**config.mk**
```make
export PLATFORM = sky130hd
export DESIGN_NAME = sram_fi
export DESIGN_NICKNAME = d
export VERILOG_FILES = /design/src/rtl/sram_fi_pkg.sv /design/src/rtl/sram_fault_apply.sv /design/src/rtl/sram_fi.sv
export SDC_FILE = /design/constraint.sdc
export NUM_CORES = 1
export LEC_CHECK = 0
export CAP_MARGIN = 40
export CORE_UTILIZATION = 50
export DETAILED_ROUTE_END_ITERATION = 10
export GPL_TIMING_DRIVEN = 0
export HOLD_SLACK_MARGIN = 0.15
export PLACE_DENSITY = 0.66
export SYNTH_ARGS = -nofsm -noshare
export SYNTH_HDL_FRONTEND = slang
export SYNTH_SLANG_ARGS = --single-unit
```
**constraint.sdc**
```tcl
create_clock -name i_clk -period 9.05 [get_ports i_clk]
set_input_delay 2.2625 -clock i_clk [delete_from_list [all_inputs] [get_ports i_clk]]
set_output_delay 2.2625 -clock i_clk [all_outputs]
set_load 0.02 [all_outputs]
```
**src/rtl/sram_fi_pkg.sv**
```systemverilog
// Shared types and constants for the fault-injectable SRAM model.
package sram_fi_pkg;

    // Fault kinds; encodings match the flt_type port.
    typedef enum logic [1:0] {
        FltSa0  = 2'd0,
        FltSa1  = 2'd1,
        FltTfUp = 2'd2,
        FltTfDn = 2'd3
    } fault_type_e;

    // Table fields are sized for the largest supported memory so the package
    // stays parameter-free; ADDR_W must not exceed 16 and DATA_W not 256.
    localparam int unsigned FLT_ADDR_MAX_W = 16;
    localparam int unsigned FLT_BIT_MAX_W  = 8;

    typedef struct packed {
        logic                      en;
        fault_type_e               ftype;
        logic [FLT_ADDR_MAX_W-1:0] addr;
        logic [FLT_BIT_MAX_W-1:0]  bit_idx;
    } fault_entry_t;

    // Read-during-write modes.
    localparam int unsigned RDW_READ_OLD    = 0;
    localparam int unsigned RDW_WRITE_FIRST = 1;

    typedef enum logic [0:0] {
        StInit,
        StReady
    } state_e;

endpackage

```
**src/rtl/sram_fault_apply.sv**
```systemverilog
// Combinational per-word fault overlay. In write mode all four fault kinds
// act on the merged word; in read mode only stuck-at faults are overlaid.
module sram_fault_apply
    import sram_fi_pkg::*;
#(
    parameter int unsigned DATA_W     = 8,
    parameter int unsigned ADDR_W     = 6,
    parameter int unsigned NUM_FAULTS = 4
) (
    input  fault_entry_t [NUM_FAULTS-1:0] i_tbl,
    input  logic [ADDR_W-1:0]             i_addr,
    input  logic [DATA_W-1:0]             i_old,
    input  logic [DATA_W-1:0]             i_merged,
    input  logic                          i_wr_mode,
    output logic [DATA_W-1:0]             o_word
);

    logic [DATA_W-1:0] w_hit;
    fault_type_e       w_sel [DATA_W];

    // Per bit, pick the lowest-index enabled entry that targets this word/bit.
    always_comb begin
        w_hit = '0;
        for (int b = 0; b < DATA_W; b++) begin
            w_sel[b] = FltSa0;
        end
        for (int b = 0; b < DATA_W; b++) begin
            for (int f = NUM_FAULTS - 1; f >= 0; f--) begin
                if (i_tbl[f].en &&
                    i_tbl[f].addr == FLT_ADDR_MAX_W'(i_addr) &&
                    i_tbl[f].bit_idx == FLT_BIT_MAX_W'(b)) begin
                    w_hit[b] = 1'b1;
                    w_sel[b] = i_tbl[f].ftype;
                end
            end
        end
    end

    // Apply the selected fault to each bit.
    always_comb begin
        o_word = i_merged;
        for (int b = 0; b < DATA_W; b++) begin
            if (w_hit[b]) begin
                unique case (w_sel[b])
                    FltSa0:  o_word[b] = 1'b0;
                    FltSa1:  o_word[b] = 1'b1;
                    FltTfUp: if (i_wr_mode && !i_old[b] && i_merged[b]) o_word[b] = 1'b0;
                    FltTfDn: if (i_wr_mode && i_old[b] && !i_merged[b]) o_word[b] = 1'b1;
                    default: o_word[b] = i_merged[b];
                endcase
            end
        end
    end

endmodule

```
**src/rtl/sram_fi.sv**
```systemverilog
// Single-port synchronous SRAM with bit write mask, power-up init sweep and
// a programmable stuck-at / transition fault table.
module sram_fi
    import sram_fi_pkg::*;
#(
    parameter int unsigned       DATA_W     = 8,
    parameter int unsigned       ADDR_W     = 6,
    parameter int unsigned       NUM_FAULTS = 4,
    parameter int unsigned       RDW_MODE   = RDW_READ_OLD,
    parameter logic [DATA_W-1:0] INIT_VAL   = '0,
    localparam int unsigned      FLT_IDX_W  = (NUM_FAULTS > 1) ? $clog2(NUM_FAULTS) : 1,
    localparam int unsigned      BIT_W      = (DATA_W > 1) ? $clog2(DATA_W) : 1
) (
    input  logic                 i_clk,
    input  logic                 i_rst,
    input  logic                 i_en,
    input  logic                 i_we,
    input  logic [DATA_W-1:0]    i_we_mask,
    input  logic [ADDR_W-1:0]    i_addr,
    input  logic [DATA_W-1:0]    i_data_in,
    output logic [DATA_W-1:0]    o_data_out,
    output logic                 o_rd_valid,
    output logic                 o_busy,
    input  logic                 i_flt_wr,
    input  logic [FLT_IDX_W-1:0] i_flt_idx,
    input  logic                 i_flt_en,
    input  logic [1:0]           i_flt_type,
    input  logic [ADDR_W-1:0]    i_flt_addr,
    input  logic [BIT_W-1:0]     i_flt_bit
);

    localparam int unsigned DEPTH = 2 ** ADDR_W;

    state_e                        r_state, w_state_next;
    logic [ADDR_W-1:0]             r_init_ptr, w_init_ptr_next;
    logic [DATA_W-1:0]             r_mem [DEPTH];
    fault_entry_t [NUM_FAULTS-1:0] r_fault_tbl;
    logic [DATA_W-1:0]             r_data_out;
    logic                          r_rd_valid;

    logic                          w_access;
    logic                          w_wr_effective;
    logic                          w_mem_we;
    logic [ADDR_W-1:0]             w_mem_addr;
    logic [DATA_W-1:0]             w_mem_wdata;
    logic [DATA_W-1:0]             w_old;
    logic [DATA_W-1:0]             w_merged;
    logic [DATA_W-1:0]             w_wr_word;
    logic [DATA_W-1:0]             w_rd_src;
    logic [DATA_W-1:0]             w_rd_word;

    assign w_access       = (r_state == StReady) && i_en;
    // An all-zero mask leaves the word untouched, so faults are not re-applied.
    assign w_wr_effective = i_we && (|i_we_mask);
    assign w_old          = r_mem[i_addr];
    assign w_merged       = (w_old & ~i_we_mask) | (i_data_in & i_we_mask);

    sram_fault_apply #(
        .DATA_W     (DATA_W),
        .ADDR_W     (ADDR_W),
        .NUM_FAULTS (NUM_FAULTS)
    ) u_wr_apply (
        .i_tbl      (r_fault_tbl),
        .i_addr     (i_addr),
        .i_old      (w_old),
        .i_merged   (w_merged),
        .i_wr_mode  (1'b1),
        .o_word     (w_wr_word)
    );

    assign w_rd_src = ((RDW_MODE == RDW_WRITE_FIRST) && w_wr_effective) ? w_wr_word : w_old;

    // Stuck-at overlay on the read path catches faults programmed after the write.
    sram_fault_apply #(
        .DATA_W     (DATA_W),
        .ADDR_W     (ADDR_W),
        .NUM_FAULTS (NUM_FAULTS)
    ) u_rd_apply (
        .i_tbl      (r_fault_tbl),
        .i_addr     (i_addr),
        .i_old      (w_rd_src),
        .i_merged   (w_rd_src),
        .i_wr_mode  (1'b0),
        .o_word     (w_rd_word)
    );

    // Next-state logic: init sweep writes INIT_VAL word by word, bypassing faults.
    always_comb begin
        w_state_next    = r_state;
        w_init_ptr_next = r_init_ptr;
        w_mem_we        = 1'b0;
        w_mem_addr      = i_addr;
        w_mem_wdata     = w_wr_word;
        unique case (r_state)
            StInit: begin
                w_mem_we        = 1'b1;
                w_mem_addr      = r_init_ptr;
                w_mem_wdata     = INIT_VAL;
                w_init_ptr_next = r_init_ptr + 1'b1;
                if (r_init_ptr == ADDR_W'(DEPTH - 1)) begin
                    w_state_next = StReady;
                end
            end
            StReady: begin
                w_mem_we = i_en && w_wr_effective;
            end
            default: begin
                w_state_next = StInit;
            end
        endcase
    end

    // State register and init pointer.
    always_ff @(posedge i_clk) begin
        if (i_rst) begin
            r_state    <= StInit;
            r_init_ptr <= '0;
        end else begin
            r_state    <= w_state_next;
            r_init_ptr <= w_init_ptr_next;
        end
    end

    // Memory array; not reset, and reset suppresses any write in that cycle.
    always_ff @(posedge i_clk) begin
        if (!i_rst && w_mem_we) begin
            r_mem[w_mem_addr] <= w_mem_wdata;
        end
    end

    // Registered read data and valid strobe.
    always_ff @(posedge i_clk) begin
        if (i_rst) begin
            r_data_out <= '0;
            r_rd_valid <= 1'b0;
        end else begin
            r_rd_valid <= w_access;
            if (w_access) begin
                r_data_out <= w_rd_word;
            end
        end
    end

    // Fault table programming; out-of-range indices are dropped.
    always_ff @(posedge i_clk) begin
        if (i_rst) begin
            r_fault_tbl <= '0;
        end else if (i_flt_wr && (32'(i_flt_idx) < NUM_FAULTS)) begin
            r_fault_tbl[i_flt_idx] <= '{
                en:      i_flt_en,
                ftype:   fault_type_e'(i_flt_type),
                addr:    FLT_ADDR_MAX_W'(i_flt_addr),
                bit_idx: FLT_BIT_MAX_W'(i_flt_bit)
            };
        end
    end

    assign o_data_out = r_data_out;
    assign o_rd_valid = r_rd_valid;
    assign o_busy     = (r_state == StInit);

endmodule

```
==> report_table.html <==
<table>
<tr><th>Metric</th><th>Value</th></tr>
<tr><th colspan="2">Layout</th></tr>
<tr><td>Layout filler cell count</td><td>3602</td></tr>
<tr><td>Number of nets in the layout</td><td>1658</td></tr>
<tr><td>Total inserted antenna cells</td><td>0</td></tr>
<tr><td>Fraction of final layout cells sized beyond drive strength 1</td><td>20.0%</td></tr>
<tr><td>Area Overhead vs Synth</td><td>14.6%</td></tr>
<tr><td>Final instance area</td><td>27700 µm²</td></tr>
<tr><th colspan="2">Clock tree</th></tr>
<tr><td>CTS max path bufs</td><td>3</td></tr>
<tr><td>Count of cells resized by post-cts repair</td><td>0</td></tr>
<tr><td>Total setup buffers inserted after CTS</td><td>0</td></tr>
<tr><td>Insertion delay to the later sink of the worst-skew pair</td><td>630 ps</td></tr>
<tr><td># H-tree levels</td><td>2</td></tr>
<tr><td>Clock root buffer</td><td>sky130_fd_sc_hd__clkbuf_16</td></tr>
<tr><td># hold bufs at CTS</td><td>0</td></tr>
<tr><td>CTS tree</td><td>built</td></tr>
<tr><td>CTS Sinks</td><td>576</td></tr>
<tr><td>Clock slew at reported path FFs</td><td>60 ps</td></tr>
<tr><td>Clock buffer count from CTS</td><td>59</td></tr>
<tr><th colspan="2">STA</th></tr>
<tr><td>Fmax</td><td>164 MHz</td></tr>
<tr><td>Final setup fails</td><td>0</td></tr>
<tr><td>Total negative setup slack</td><td>0 ps</td></tr>
<tr><td>Worst clock skew</td><td>14.6 ps</td></tr>
<tr><td>RSZ-0062 raised after global routing</td><td>no</td></tr>
<tr><td>Number of endpoints with negative hold slack in the final report</td><td>0</td></tr>
<tr><td>Worst Tran Pin Value</td><td>922 ps</td></tr>
<tr><td>Number of pins exceeding their max-slew limit in the final report</td><td>0</td></tr>
<tr><td>Worst slew margin relative to its limit</td><td>37.6%</td></tr>
<tr><td>Crit path setup slack, layout</td><td>2940 ps</td></tr>
<tr><td>Post-layout minimum cycle time</td><td>6110 ps</td></tr>
<tr><td>Worst hold-check slack</td><td>467 ps</td></tr>
<tr><td>Period utilization</td><td>67.5%</td></tr>
<tr><th colspan="2">Yosys</th></tr>
<tr><td>Ys async rst share</td><td>0%</td></tr>
<tr><td>Register bit count reported by yosys</td><td>576</td></tr>
<tr><td>Mean cell area of the mapped netlist</td><td>16.5 µm²</td></tr>
<tr><td>Top_reg_cell synth</td><td>sky130_fd_sc_hd__edfxtp_1</td></tr>
<tr><td>Count of different cell masters after synthesis</td><td>79</td></tr>
<tr><td>Net count after synthesis</td><td>1511</td></tr>
<tr><td>Count of yosys warnings during synthesis</td><td>0</td></tr>
<tr><td>Share of synthesized area occupied by flip-flops and latches</td><td>68.8%</td></tr>
<tr><td>Number of cells produced by synthesis</td><td>1469</td></tr>
<tr><td>EDFF count, synth</td><td>512</td></tr>
<tr><td>Cell area after synthesis</td><td>24200 µm²</td></tr>
<tr><th colspan="2">Placed design</th></tr>
<tr><td>Count of buffers from port buffering</td><td>47</td></tr>
<tr><td>Detail Placement HPWL</td><td>45000 µm</td></tr>
<tr><td>DP Area</td><td>25800 µm²</td></tr>
<tr><td>Final weighted congestion in routability-driven placement</td><td>0.948</td></tr>
<tr><td>Worst Setup Slack post-DPL</td><td>2400 ps</td></tr>
<tr><th colspan="2">Die</th></tr>
<tr><td>Chip height</td><td>222 µm</td></tr>
<tr><td>Number of I/O pins</td><td>51</td></tr>
<tr><td>Cell Rows</td><td>80</td></tr>
<tr><td>Initial core utilization</td><td>50.7%</td></tr>
<tr><td>Die Footprint</td><td>49300 µm²</td></tr>
<tr><td>Core ar.</td><td>47700 µm²</td></tr>
<tr><td>Horizontal die dimension</td><td>222 µm</td></tr>
<tr><th colspan="2">Run status</th></tr>
<tr><td>Run status</td><td>completed</td></tr>
<tr><th colspan="2">Detailed routing</th></tr>
<tr><td>Via-per-instance ratio</td><td>6.29</td></tr>
<tr><td>1st-pass router iterations</td><td>5</td></tr>
<tr><td>Starting DRC count in detailed routing</td><td>1720</td></tr>
<tr><td>Average wire per standard cell</td><td>28.5 µm</td></tr>
<tr><td>Antenna Nets Post-Route</td><td>0</td></tr>
<tr><td>Wire length after detailed routing</td><td>65000 µm</td></tr>
<tr><td>Total number of vias</td><td>14358</td></tr>
<tr><td>Drc violations</td><td>0</td></tr>
<tr><th colspan="2">Global route</th></tr>
<tr><td>Global Route Usage Sum</td><td>26.9%</td></tr>
<tr><td>Initial antenna violation count</td><td>0</td></tr>
<tr><td>Leftover overflow at the end of global routing</td><td>0</td></tr>
<tr><td>Global-route wire length before repair</td><td>95400 µm</td></tr>
<tr><td>Pin count of the biggest net entering global routing</td><td>49</td></tr>
<tr><td>Number of global-route vias before repair</td><td>14139</td></tr>
<tr><th colspan="2">Hold path</th></tr>
<tr><td>Tightest Hold Check Type</td><td>reg2reg</td></tr>
<tr><th colspan="2">Power and ir drop</th></tr>
<tr><td>Leak</td><td>9.90 nW</td></tr>
<tr><td>Power after layout</td><td>0.00551 W</td></tr>
<tr><td>Power per standard cell area</td><td>199 nW/µm²</td></tr>
<tr><td>Worst vdd ir</td><td>0.000155 V</td></tr>
<tr><th colspan="2">Flow run</th></tr>
<tr><td>Max-capacitance violation count</td><td>0</td></tr>
<tr><th colspan="2">Critical path</th></tr>
<tr><td>Kind of end point of the critical path</td><td>flip-flop</td></tr>
<tr><td>Required time at the endpoint of the critical path</td><td>9490 ps</td></tr>
<tr><td>Setup slack, reg-to-reg</td><td>5100 ps</td></tr>
<tr><td>Slowest stage cell on the critical path</td><td>sky130_fd_sc_hd__o221a_2</td></tr>
<tr><td>Maximum fanout along the worst path</td><td>47</td></tr>
<tr><td>Type of the worst setup path</td><td>in2reg</td></tr>
<tr><td>Arrival @ worst endpoint</td><td>6550 ps</td></tr>
<tr><td>Worst path max stage delay</td><td>570 ps</td></tr>
<tr><td>Worst Setup Start Kind</td><td>primary input</td></tr>
<tr><td>Series of cell instances along the critical path</td><td>clkdlybuf4s50_1 -&gt; buf_6 -&gt; buf_4 -&gt; buf_2 -&gt; mux4_2 -&gt; a2111oi_0 -&gt; o311ai_1 -&gt; a221oi_1 -&gt; o221a_2 -&gt; buf_12</td></tr>
</table>
registers in the layout (all words and copies together), names as in the netlist:
register,cells
o_data_out,8
o_rd_valid,1
r_fault_tbl,48
r_init_ptr,6
r_mem,512
r_state,1
cells by family after synthesis:
group / after synthesis / synth area share, %
AND/OR/NAND/NOR: 407 / 8.22
AO/OA/AOI/OAI: 172 / 4.84
flip-flops: 576 / 68.8
multiplexers: 197 / 15.0
adder cells (fa/ha/maj): 1 / 0.0517
buffers and inverters: 89 / 2.08
XOR/XNOR: 27 / 0.977
cells in the final DEF, fill, tap and decap left out, types with 11 or more instances in the layout:
cell / n
sky130_fd_sc_hd__edfxtp_1: 512
sky130_fd_sc_hd__nand3_1: 22
sky130_fd_sc_hd__nand4_1: 14
sky130_fd_sc_hd__inv_1: 18
sky130_fd_sc_hd__mux4_2: 133
sky130_fd_sc_hd__clkinv_1: 15
sky130_fd_sc_hd__nand2b_1: 12
sky130_fd_sc_hd__a22oi_1: 14
sky130_fd_sc_hd__nand2_1: 113
sky130_fd_sc_hd__dfxtp_1: 64
sky130_fd_sc_hd__clkbuf_1: 30
sky130_fd_sc_hd__buf_2: 23
sky130_fd_sc_hd__clkdlybuf4s50_1: 47
sky130_fd_sc_hd__xnor2_1: 23
sky130_fd_sc_hd__clkbuf_16: 60
sky130_fd_sc_hd__nor2b_1: 26
sky130_fd_sc_hd__o21ai_0: 19
sky130_fd_sc_hd__and3_1: 11
sky130_fd_sc_hd__a21oi_1: 49
sky130_fd_sc_hd__clkinv_2: 11
sky130_fd_sc_hd__nor3_1: 15
sky130_fd_sc_hd__nor2_1: 133
sky130_fd_sc_hd__mux2i_1: 58
sky130_fd_sc_hd__buf_4: 39
sky130_fd_sc_hd__nor4_1: 15
sky130_fd_sc_hd__a211oi_1: 16
worst paths after layout:
kind,from,endpoint,cells after the start
max,i_addr[0],r_mem[12][3],10
min,r_fault_tbl[91],r_fault_tbl[91],2
max reg2reg,r_fault_tbl[10],r_mem[63][7],10
min reg2reg,r_fault_tbl[91],r_fault_tbl[91],2
synthesized netlist by cell type, types with 3 or more instances:
cell | count | area [µm²]
sky130_fd_sc_hd__edfxtp_1 | 512 | 15400
sky130_fd_sc_hd__mux4_2 | 133 | 3000
sky130_fd_sc_hd__nor2_1 | 133 | 499
sky130_fd_sc_hd__nand2_1 | 113 | 424
sky130_fd_sc_hd__dfxtp_1 | 64 | 1280
sky130_fd_sc_hd__mux2i_1 | 58 | 581
sky130_fd_sc_hd__a21oi_1 | 49 | 245
sky130_fd_sc_hd__nor2b_1 | 26 | 163
sky130_fd_sc_hd__xnor2_1 | 23 | 201
sky130_fd_sc_hd__buf_2 | 22 | 110
sky130_fd_sc_hd__nand3_1 | 22 | 110
sky130_fd_sc_hd__clkbuf_1 | 20 | 75.1
sky130_fd_sc_hd__o21ai_0 | 19 | 95.1
sky130_fd_sc_hd__inv_1 | 18 | 67.6
sky130_fd_sc_hd__nor3_1 | 17 | 85.1
sky130_fd_sc_hd__a211oi_1 | 16 | 120
sky130_fd_sc_hd__nor4_1 | 15 | 93.8
sky130_fd_sc_hd__a22oi_1 | 14 | 105
sky130_fd_sc_hd__nand4_1 | 14 | 87.6
sky130_fd_sc_hd__and3_1 | 12 | 75.1
sky130_fd_sc_hd__buf_4 | 12 | 90.1
sky130_fd_sc_hd__nand2b_1 | 12 | 75.1
sky130_fd_sc_hd__o22ai_1 | 8 | 50.1
sky130_fd_sc_hd__a221oi_1 | 7 | 61.3
sky130_fd_sc_hd__a31oi_1 | 7 | 43.8
sky130_fd_sc_hd__buf_1 | 7 | 26.3
sky130_fd_sc_hd__mux2_2 | 6 | 67.6
sky130_fd_sc_hd__nand3b_1 | 6 | 45.0
sky130_fd_sc_hd__nor3b_1 | 6 | 45.0
sky130_fd_sc_hd__nor4_2 | 5 | 62.6
sky130_fd_sc_hd__o211ai_1 | 5 | 37.5
sky130_fd_sc_hd__a21o_1 | 4 | 30.0
sky130_fd_sc_hd__a311oi_1 | 4 | 35.0
sky130_fd_sc_hd__buf_6 | 4 | 45.0
sky130_fd_sc_hd__o21bai_1 | 4 | 30.0
sky130_fd_sc_hd__o31a_1 | 4 | 35.0
sky130_fd_sc_hd__or3_1 | 4 | 25.0
sky130_fd_sc_hd__xor2_1 | 4 | 35.0
sky130_fd_sc_hd__a41oi_1 | 3 | 26.3
sky130_fd_sc_hd__and2_1 | 3 | 18.8
sky130_fd_sc_hd__and4_1 | 3 | 26.3
sky130_fd_sc_hd__buf_8 | 3 | 45.0
sky130_fd_sc_hd__o221a_2 | 3 | 33.8
sky130_fd_sc_hd__or4_1 | 3 | 22.5
worst max-delay path: cells and delay by family:
family          cells  cell delay (ps)
compound gates      4             1740
buf+inv             5             2020
mux                 1              450
routing by layer:
metal / vias to the layer above / track usage, % / wire length, µm
met1: 7364 / 38.0 / 26700
met4: 0 / 8.98 / 2160
li1: 6151 / - / -
met3: 122 / 5.51 / 6070
met2: 721 / 41.9 / 30100
met5: - / 0 / 0
stage by stage:
step / std cells / utilization (%)
CTS: 2281 / 58.1
global placement: 2131 / 53.3
floorplan: 1469 / -
global route: 2281 / 58.1
finish: 2281 / 58.1
detailed placement: 2170 / 54.1
report_power, final:
group          switching [W]  internal (W)
clock                0.00104       0.00133
combinational       0.000161     0.0000994
sequential         0.0000105       0.00287
total                0.00121       0.00430
layout make-up:
class | instances | area, µm² | area share, %
inverter | 19 | 71.3 | 0.257
tap | 615 | 769 | 2.77
clock inverter | 41 | 348 | 1.25
multi-input combinational | 804 | 7070 | 25.5
sequential | 576 | 16700 | 60.1
buffer | 70 | 432 | 1.56
timing repair buffer | 86 | 856 | 3.09
clock buffer | 70 | 1540 | 5.55
Note: power is estimated with default switching activity, not from simulation.
